## config.mk

```make
export PLATFORM = sky130hd
export DESIGN_NAME = nibble_serial_adder
export DESIGN_NICKNAME = d
export VERILOG_FILES = /design/src/rtl/nibble_serial_adder.sv
export SDC_FILE = /design/constraint.sdc
export NUM_CORES = 1
export LEC_CHECK = 0
export ABC_AREA = 1
export CAP_MARGIN = 10
export CORE_ASPECT_RATIO = 1.25
export CORE_MARGIN = 3
export CORE_UTILIZATION = 51
export DETAILED_ROUTE_END_ITERATION = 10
export PLACE_DENSITY = 0.8
export RECOVER_POWER = 100
export SYNTH_ARGS = -nofsm -noshare
export SYNTH_HDL_FRONTEND = slang
export SYNTH_SLANG_ARGS = --single-unit
export TNS_END_PERCENT = 10
```

## constraint.sdc

```tcl
create_clock -name clk -period 2.3 [get_ports clk]
set_input_delay 0.46 -clock clk [delete_from_list [all_inputs] [get_ports clk]]
set_output_delay 0.46 -clock clk [all_outputs]
set_load 0.02 [all_outputs]
```

## src/rtl/nibble_serial_adder.sv

```systemverilog
// Multi-cycle WIDTH-bit adder that streams operands through a 4-bit carry-look-ahead slice,
// one nibble per clock, LSB nibble first, behind valid/ready handshakes on both sides.

module carry_look_ahead_adder (
  input  logic [3:0] a_i,
  input  logic [3:0] b_i,
  input  logic       cin_i,
  output logic [3:0] sum_o,
  output logic       cout_o
);

  logic [3:0] g;
  logic [3:0] p;
  logic [4:0] c;

  always_comb begin
    g    = a_i & b_i;
    p    = a_i ^ b_i;
    c[0] = cin_i;
    c[1] = g[0] | (p[0] & cin_i);
    c[2] = g[1] | (p[1] & g[0]) | (p[1] & p[0] & cin_i);
    c[3] = g[2] | (p[2] & g[1]) | (p[2] & p[1] & g[0]) | (p[2] & p[1] & p[0] & cin_i);
    c[4] = g[3] | (p[3] & g[2]) | (p[3] & p[2] & g[1]) | (p[3] & p[2] & p[1] & g[0]) |
           (p[3] & p[2] & p[1] & p[0] & cin_i);
    sum_o  = p ^ c[3:0];
    cout_o = c[4];
  end

endmodule

module nibble_serial_adder #(
  parameter int unsigned WIDTH = 16
) (
  input  logic             clk,
  input  logic             rst_n,
  input  logic             in_valid,
  output logic             in_ready,
  input  logic [WIDTH-1:0] a,
  input  logic [WIDTH-1:0] b,
  input  logic             cin,
  output logic             out_valid,
  input  logic             out_ready,
  output logic [WIDTH-1:0] sum,
  output logic             cout,
  output logic             overflow,
  output logic             busy
);

  if (WIDTH < 4 || (WIDTH % 4) != 0) begin : g_bad_width
    $error("nibble_serial_adder: WIDTH must be a multiple of 4 and at least 4");
  end

  localparam int unsigned Nib  = WIDTH / 4;
  localparam int unsigned IdxW = (Nib > 1) ? $clog2(Nib) : 1;
  localparam logic [IdxW-1:0] LastIdx = IdxW'(Nib - 1);

  localparam logic [1:0] StIdle = 2'd0;
  localparam logic [1:0] StAdd  = 2'd1;
  localparam logic [1:0] StDone = 2'd2;

  logic [1:0]       state_q, state_d;
  logic [WIDTH-1:0] a_q, a_d;
  logic [WIDTH-1:0] b_q, b_d;
  logic [WIDTH-1:0] sum_q, sum_d;
  logic [IdxW-1:0]  idx_q, idx_d;
  logic             carry_q, carry_d;
  logic             cout_q, cout_d;
  logic             ovf_q, ovf_d;

  logic [IdxW+1:0]  bit_off;
  logic [3:0]       nib_a;
  logic [3:0]       nib_b;
  logic [3:0]       nib_sum;
  logic             nib_cout;
  logic             msb_cin;

  always_comb begin
    bit_off = {idx_q, 2'b00};
    nib_a   = a_q[bit_off +: 4];
    nib_b   = b_q[bit_off +: 4];
  end

  carry_look_ahead_adder u_slice (
    .a_i   (nib_a),
    .b_i   (nib_b),
    .cin_i (carry_q),
    .sum_o (nib_sum),
    .cout_o(nib_cout)
  );

  // Carry into bit 3 of the current nibble, recovered from the slice's sum bit.
  assign msb_cin = nib_a[3] ^ nib_b[3] ^ nib_sum[3];

  always_comb begin
    state_d = state_q;
    a_d     = a_q;
    b_d     = b_q;
    sum_d   = sum_q;
    idx_d   = idx_q;
    carry_d = carry_q;
    cout_d  = cout_q;
    ovf_d   = ovf_q;
    case (state_q)
      StIdle: begin
        if (in_valid) begin
          state_d = StAdd;
          a_d     = a;
          b_d     = b;
          carry_d = cin;
          idx_d   = '0;
          sum_d   = '0;
          cout_d  = 1'b0;
          ovf_d   = 1'b0;
        end
      end
      StAdd: begin
        sum_d[bit_off +: 4] = nib_sum;
        carry_d             = nib_cout;
        idx_d               = idx_q + 1'b1;
        if (idx_q == LastIdx) begin
          state_d = StDone;
          cout_d  = nib_cout;
          ovf_d   = msb_cin ^ nib_cout;
        end
      end
      StDone: begin
        if (out_ready) begin
          state_d = StIdle;
        end
      end
      default: state_d = StIdle;
    endcase
  end

  always_ff @(posedge clk or negedge rst_n) begin
    if (!rst_n) begin
      state_q <= StIdle;
      a_q     <= '0;
      b_q     <= '0;
      sum_q   <= '0;
      idx_q   <= '0;
      carry_q <= 1'b0;
      cout_q  <= 1'b0;
      ovf_q   <= 1'b0;
    end else begin
      state_q <= state_d;
      a_q     <= a_d;
      b_q     <= b_d;
      sum_q   <= sum_d;
      idx_q   <= idx_d;
      carry_q <= carry_d;
      cout_q  <= cout_d;
      ovf_q   <= ovf_d;
    end
  end

  assign in_ready  = (state_q == StIdle);
  assign busy      = (state_q == StAdd);
  assign out_valid = (state_q == StDone);
  assign sum       = sum_q;
  assign cout      = cout_q;
  assign overflow  = ovf_q;

endmodule
```

==> flow_summary.ini, run 1 <==
[synth]
yosysSeqAreaShare_pct = 50.1
syn_inst = 338
synthTopCellsByArea = dfrtp_1, nand2_1, ha_1, o21ai_0, inv_1
synth_top_area_share_pct = 50.1
ys_types = 28
yosysTopAreaCell = dfrtp_1
synth-seq-cells = 55
synth_fp_nets = 385
netlist_area_um2 = 2750
avgSynthCellArea_um2 = 8.13
synth.yosys.warnings = 0

[grt]
grt.overflow.total = 0
antenna_found_initial = 0
grt_max_degree = 34
grt_use_total_pct = 20.4
grt_pass1_vias = 2253
grt_pass1_wl_um = 10100

[outcome]
status = finished, final reports clean

[place]
place.gp.congestion = 0.926
hpwl_um = 4610
placement.io_buffers = 57

[pwr]
clock_power_share_pct = 9.8
p_sw_share_pct = 48.1
p_comb_share_pct = 59.8
p_seq_share_pct = 30.5
switching_power_uw = 2660
leakage_uw = 0.00169
powerDensity_nw_per_um2 = 1590
ir_drop_mv = 0.643
p_int_uw = 2880

[cts]
cts_hold_buf = 0
clock_path_buffers = 2
clk_pin_slew_worst_paths_ps = 100
htree_levels = 2
cts_root_buffer = clkbuf_8
cts_sinks = 55
cts_made_buffers = 5
cts_tree = built
clk_latency_ps = 320

[sta]
finalCriticalPeriod_ps = 2160
finalSetupViolCount = 0
hold_viol = 0
relSlewSlack_pct = 1.14
finalCritPeriodShare_pct = 93.9
fin_worst_skew_ps = 9.29
fmax_mhz = 463
worstMarginPinSlew_ps = 1480
fin_hold_ws_ps = 477
finalSetupTns_ps = 0
finalMaxSlewViolations = 0

[die]
core_area_um2 = 5150
fp.dieH_um = 88.1
die_w_um = 71.7
rows = 29
num_io_pins = 58
dieArea_um2 = 6310
initial_core_util_pct = 53.3

[critical_path]
arrival_ps = 2370
r2r_cells = 11
start_kind = flip-flop
crit_required_ps = 2510
r2r_slack_ps = 140
worstPathMaxFanout = 22
crit_path_end_kind = flip-flop
crit_type = flip-flop to flip-flop

[detailed_routing]
drt_iter0_drc = 159
drtAntennaViolNets = 0
drt_wl_total_um = 6260
drc = 0
firstDrtPassIters = 4
via_per_inst = 5.17
routedWlPerCell_um = 13.5
num_vias = 2392

[final_layout]
nNetsFinal = 447
drive_above_1_share_pct = 8.23
area_delta_synth_final_pct = 26.5
fill_cells = 450
n_antenna_cell = 0

[hold_path]
min-delay-path-class = input port to async pin

[job]
maxCapViolations = 0
==> per-stage QoR <==
step                      power [µW]  instance area, µm²  std cells  setup slack, ps  util (%)
after floorplan                 3950                2750        338              196         -
after global placement          4800                3360        452              270      65.3
after detailed placement        4910                3360        452              155      65.3
after CTS                       5460                3450        460              112      67.0
after global routing            6030                3480        463            -4.28      67.5
final                           5540                3480        463              141      67.5
==> power groups by stage <==
stage                     sequential [µW]  clock [µW]  combinational, µW
after floorplan                      1780           0               2170
after global placement               1670           0               3130
after detailed placement             1690           0               3220
after CTS                            1670         544               3240
after global routing                 1740         569               3720
final                                1690         540               3310
==> worst paths after layout <==
kind                       startpoint      end
max reg2reg                  idx_q[0]  sum[15]
max in group asynchronous       rst_n   b_q[0]
max                          idx_q[0]  sum[15]
min in group clk               a_q[8]   a_q[8]
min                             rst_n   sum[9]
min reg2reg                    a_q[8]   a_q[8]
==> registers in the layout (all words and copies together) (netlist names) <==
signal    count
a_q          16
b_q          16
carry_q       1
cout          1
idx_q         2
overflow      1
state_q       2
sum          16
==> cell families (layout without fill, tap and decap cells) <==
logic type,count (synthesis),count (layout),synth area share [%]
xor gates and xnor gates,1,1,0.319
buffers and inverters,40,103,7.15
DFF,55,55,50.1
adders and majority gates,10,10,4.83
and+or+nand+nor,188,188,28.8
AOI/OAI and AO/OA,44,44,8.83
==> what timing repair did <==
action	CTS	global route
buffers inserted	0	2
setup endpoints to repair	0	9
resized for setup	0	7
==> final cells by class <==
class                           count  area (µm²)  share of cell area (%)
Clock buffer                        5        68.8                    1.98
Clock inverter                      3        20.0                   0.576
Inverter                           29         119                    3.42
Multi-Input combinational cell    243        1180                    34.0
Sequential cell                    55        1380                    39.6
Tap cell                           62        77.6                    2.23
Timing Repair Buffer               65         626                    18.0
Timing Repair inverter              1        7.51                   0.216
==> cells in the final DEF, fill, tap and decap left out, types with 2 or more instances in the layout <==
| cell type | instances |
|---|---|
| nand2_1 | 137 |
| clkdlybuf4s50_1 | 56 |
| dfrtp_1 | 54 |
| inv_1 | 24 |
| nor2_1 | 24 |
| o21ai_0 | 19 |
| nand3_1 | 13 |
| o21ai_1 | 12 |
| o22ai_1 | 9 |
| ha_1 | 9 |
| buf_4 | 6 |
| clkinvlp_4 | 5 |
| clkbuf_8 | 5 |
| nand4_1 | 4 |
| nand2_4 | 2 |
| nand2_2 | 2 |
| o21ai_2 | 2 |
| nor3_4 | 2 |
==> synth_stat cells (all sizes together) <==
cell type  count
nand2        141
dfrtp         55
o21ai         33
inv           27
nor2          25
nand3         13
o22ai         10
buf            9
ha             9
nand4          4
nor3           3
clkbuf         2
clkinv         2
and2           1
fa             1
o31ai          1
or2            1
xnor2          1
==> routing by layer <==
| metal | track usage, % | part of all wire (%) | vias to the layer above |
|---|---|---|---|
| met5 | 0 | 0 | - |
| met3 | 3.10 | 4.1 | 14 |
| met4 | 8.55 | 2.3 | 0 |
| met2 | 36.9 | 51 | 74 |
| met1 | 24.1 | 43 | 1111 |
| li1 | - | - | 1193 |
==> worst max-delay path, stage by stage (launching register included) <==
cell and delay, ps:
dfrtp_2 460, buf_6 180, o21ai_0 180, o22ai_1 110
ha_1 360, or2_0 230, nand2_1 80, nand2_1 80
nand2_1 80, nand2_1 130, nand4_1 100, nand2_1 60
Note: power is estimated with default switching activity, not from simulation.
==> run 2: changes to the inputs <==
- CORE_MARGIN: 3 -> not set
==> run 2 against run 1 <==
Die area decreased by 9.9%. Critical path depth shrank 3. Fmax is 1.5% lower. Clock-buffer cell count increased by 2. Sequential share of layout area is 0.30 points higher. Hold slack got worse by 38 ps. Sequential power about the same. Critical path type unchanged. Largest power group unchanged. Highest routed layer unchanged.
==> flow_summary.ini, run 2 (synthesis results as in run 1) <==
[outcome]
status = finished, final reports clean

[final_layout]
fill_cells = 453
multi_input_area_um2 = 1170
nNetsFinal = 447
layout_commonest_cell = nand2_1
final_area_um2 = 3450
seqCellArea_um2 = 1380
area_delta_synth_final_pct = 25.6
utilization_pct = 67.4
n_antenna_cell = 0
drive_above_1_share_pct = 6.48
mostFrequentLayoutCells = nand2_1, dfrtp_1, clkdlybuf4s50_1

[sta]
finalMaxSlewViolations = 0
finalCriticalPeriod_ps = 2190
relSlewSlack_pct = 8.37
hold_viol = 0
finalCritPeriodShare_pct = 95.3
fmax_mhz = 456
fin_worst_skew_ps = 8.69
worstMarginPinSlew_ps = 1370
finalSetupViolCount = 0

[cts]
cts_hold_buf = 0
clk_latency_ps = 310
cts_tree = built
cts_made_buffers = 5
clk_pin_slew_worst_paths_ps = 100
htree_levels = 2
cts_root_buffer = clkbuf_8
cts_sinks = 55
clock_path_buffers = 2

[die]
die_w_um = 67.7
fp.dieH_um = 84.1
dieArea_um2 = 5690
initial_core_util_pct = 53.7
core_area_um2 = 5120
rows = 29
num_io_pins = 58

[grt]
grt_max_degree = 34
antenna_found_initial = 0
grt_busiest_layer = met2
grt.met3_usage_pct = 3.69
grt_use_met1_pct = 29.1
grt_use_total_pct = 22.9
grt.overflow.total = 0
grt_pass1_wl_um = 9830
grt_pass1_vias = 2240
met2_usage_pct = 37.7

[pwr]
leakage_uw = 0.00175
switching_power_uw = 2590
p_seq_share_pct = 31.1
p_int_uw = 2810
p_sw_share_pct = 47.9
p_total_uw = 5400
clock_power_share_pct = 9.7
ir_drop_mv = 0.616
powerDensity_nw_per_um2 = 1560
p_comb_share_pct = 59.2

[detailed_routing]
via_per_inst = 5.14
drc = 0
firstDrtPassIters = 4
drt_iter0_drc = 113
drtAntennaViolNets = 0
num_vias = 2378
routedWlPerCell_um = 12.9
drt_wl_total_um = 5990

[critical_path]
crit_required_ps = 2540
worstPathMaxFanout = 8
arrival_ps = 2430
start_kind = flip-flop
crit_path_end_kind = flip-flop
crit_type = flip-flop to flip-flop

[hold_path]
min-delay-path-class = input port to async pin

[place]
placement.io_buffers = 57
place.gp.congestion = 0.884
hpwl_um = 4450
placed_cell_area_um2 = 3360

[job]
maxCapViolations = 0
run 2: changes by cell type in the layout (fill, tap and decap cells not counted), sizes merged:
cell,previous run,this run
clkdlybuf4s50,56,34
dlygate4sd3,0,22
clkbuf,7,11
clkinvlp,5,2
buf,7,5
clkinv,2,3
run 2: repair_timing:
action,4_1_cts,5_1_grt
gates resized for setup,0,6
buffers inserted,0,2
endpoints found under the setup margin,0,8
run 2: critical path: stages, from the launching register on:
cell	delay [ps]
dfrtp_2	440
clkinvlp_4	180
clkbuf_4	180
buf_4	160
ha_1	400
inv_1	150
nor3_1	360
inv_1	100
o21ai_0	150
run 2: power groups by stage:
stage	registers [µW]	clock network [µW]	logic, µW
3_5_place_dp	1690	0	3200
6_report	1680	523	3200
4_1_cts	1670	529	3230
3_3_place_gp	1670	0	3130
5_1_grt	1730	569	3610
2_1_floorplan	1780	0	2170
run 2: per-stage QoR:
stage / cells / setup slack, ps / hold slack, ps / TNS, ps
after floorplan: 338 / 196 / 164 / 0
after global placement: 452 / 259 / 457 / 0
after detailed placement: 452 / 187 / 467 / 0
after CTS: 460 / 155 / 160 / 0
after global routing: 463 / -1.67 / 506 / -2.42
final: 463 / 109 / 439 / 0
run 2: layout make-up:
cell class / count / share of cell area [%]
clock inverters: 1 / 0.145
repair buffers: 65 / 18.0
flip-flops and latches: 55 / 39.9
multi-input cells: 243 / 33.9
repair inverters: 1 / 0.218
clock buffers: 7 / 2.21
well taps: 62 / 2.25
inverters: 29 / 3.34
run 2: per-layer routing:
| layer | routed length, µm | part of all wire [%] | up-vias |
|---|---|---|---|
| met3 | 211 | 3.5 | 14 |
| met4 | 176 | 2.9 | 0 |
| met2 | 2980 | 50 | 63 |
| met5 | 0 | 0 | - |
| met1 | 2620 | 44 | 1104 |
| li1 | - | - | 1197 |
run 2: path summary, 6_finish.rpt:
check,startpoint,to,slack [ps],depth (start not counted)
worst max-delay path,idx_q[0],sum[4],110,8
worst min-delay path,rst_n,sum[8],440,1
worst max register to register,idx_q[0],sum[4],110,8
worst min register to register,overflow,overflow,480,2
max in group asynchronous,rst_n,idx_q[0],450,2
min in group clk,overflow,overflow,480,2
==> run 3: changes to the inputs <==
- CTS_BUF_LIST: not set -> sky130_fd_sc_hd__clkbuf_16
- CTS_CLUSTER_DIAMETER: not set -> 30
- HOLD_SLACK_MARGIN: not set -> 0.02
==> run 3 against run 2 <==
First-iteration DRC count increased by 11%. Register-to-register slack got worse by 20 ps. Die area unchanged. Combinational power about the same. Critical path depth unchanged. Via count increased by 0.63%. Flip-flop and latch count unchanged. Largest power group unchanged.
==> flow_summary.ini, run 3 (synthesis results as in run 1) <==
[final_layout]
n_antenna_cell = 0
area_delta_synth_final_pct = 28.2
layout_commonest_cell = nand2_1
fill_cells = 444
drive_above_1_share_pct = 6.48
mostFrequentLayoutCells = nand2_1, dfrtp_1, clkdlybuf4s50_1
nNetsFinal = 447

[grt]
grt.overflow.total = 0
antenna_found_initial = 0
grt_pass1_vias = 2272
grt_use_total_pct = 23.1
met2_usage_pct = 37.8
grt_max_degree = 34
grt_use_met1_pct = 29.0
grt_busiest_layer = met2
grt.met3_usage_pct = 3.69
grt_pass1_wl_um = 9890

[die]
core_area_um2 = 5120
num_io_pins = 58
die_w_um = 67.7
fp.dieH_um = 84.1
initial_core_util_pct = 53.7
dieArea_um2 = 5690
rows = 29

[cts]
cts_tree = built
clock_path_buffers = 2
cts_made_buffers = 5
clk_latency_ps = 290
htree_levels = 2
cts_hold_buf = 0
cts_root_buffer = clkbuf_16
cts_sinks = 55
clk_pin_slew_worst_paths_ps = 70

[critical_path]
crit_required_ps = 2510
start_kind = flip-flop
crit_top_cell = inv_1
crit_type = flip-flop to flip-flop
worstPathMaxFanout = 8
arrival_ps = 2420
critPathMaxStageDelay_ps = 430
worstPathCellList = clkinvlp_4 > clkbuf_4 > buf_4 > ha_1 > inv_1 > nor3_1 > inv_1 > o21ai_0
crit_slowest_cell = dfrtp_2
crit_path_end_kind = flip-flop

[sta]
finalSetupViolCount = 0
fin_hold_ws_ps = 478
fin_worst_skew_ps = 4.22
finalCritPeriodShare_pct = 96.0
finalCriticalPeriod_ps = 2210
finalSetupTns_ps = 0
finalMaxSlewViolations = 0
hold_viol = 0
relSlewSlack_pct = 3.34
worstMarginPinSlew_ps = 1450
fmax_mhz = 453

[outcome]
status = finished, final reports clean

[pwr]
ir_drop_mv = 0.708
p_sw_share_pct = 46.8
powerDensity_nw_per_um2 = 1600
p_int_uw = 3000
p_comb_share_pct = 57.3
leakage_uw = 0.00179
clock_power_share_pct = 12.8
p_seq_share_pct = 29.9
switching_power_uw = 2630

[place]
place.gp.congestion = 0.884
placement.io_buffers = 57
hpwl_um = 4450

[detailed_routing]
drt_wl_total_um = 6100
drtAntennaViolNets = 0
drc = 0
num_vias = 2393
via_per_inst = 5.17
drt_iter0_drc = 125
routedWlPerCell_um = 13.2
firstDrtPassIters = 4

[job]
maxCapViolations = 0

[hold_path]
min-delay-path-class = flip-flop to flip-flop
## run 3: power groups by stage
stage,clock network [µW],registers (µW),logic [µW]
floorplan,0,1780,2170
global placement,0,1670,3130
detailed placement,0,1690,3200
CTS,732,1670,3250
global route,772,1730,3610
finish,720,1690,3230
## run 3: critical path: cells and delay by family, from the launching register on
family,cells,cell delay (ps)
and+or+nand+nor,1,360
DFF,1,430
adders and majority gates,1,400
buffers and inverters,5,790
AOI/OAI and AO/OA,1,150
## run 3: timing repair
action	in CTS	in global routing
resized for setup	0	7
endpoints found under the setup margin	0	8
hold endpoints to repair	0	0
setup buffers	0	2
## run 3: path summary, 6_finish.rpt
path / start / to / slack (ps) / depth (start not counted)
max: idx_q[0] / sum[4] / 90 / 8
min: overflow / overflow / 480 / 2
max reg2reg: idx_q[0] / sum[4] / 90 / 8
min reg2reg: overflow / overflow / 480 / 2
max in group asynchronous: rst_n / a_q[14] / 950 / 1
min in group asynchronous: rst_n / sum[11] / 500 / 1
## run 3: cell type report
| type | instances | area, µm² | area share (%) |
|---|---|---|---|
| Sequential cell | 55 | 1380 | 39.1 |
| Timing Repair inverter | 1 | 7.51 | 0.213 |
| Clock buffer | 5 | 125 | 3.55 |
| Inverter | 29 | 115 | 3.27 |
| Tap cell | 62 | 77.6 | 2.20 |
| Timing Repair Buffer | 65 | 637 | 18.1 |
| Clock inverter | 3 | 12.5 | 0.355 |
| Multi-Input combinational cell | 243 | 1170 | 33.2 |
## run 3: metrics by stage
stage | cell area, µm² | util (%) | total power [µW] | setup WS (ps) | std cells
final | 3520 | 68.8 | 5630 | 92.5 | 463
after global routing | 3520 | 68.8 | 6110 | -1.92 | 463
after CTS | 3500 | 68.4 | 5650 | 129 | 460
after detailed placement | 3360 | 65.7 | 4890 | 187 | 452
after global placement | 3360 | 65.7 | 4800 | 259 | 452
after floorplan | 2750 | - | 3950 | 196 | 338
## run 3: routing by layer
layer  share of wire (%)  up-vias
met3                 3.9       17
met2                  50       80
li1                    -     1201
met5                   0        -
met4                 3.1        0
met1                  43     1095
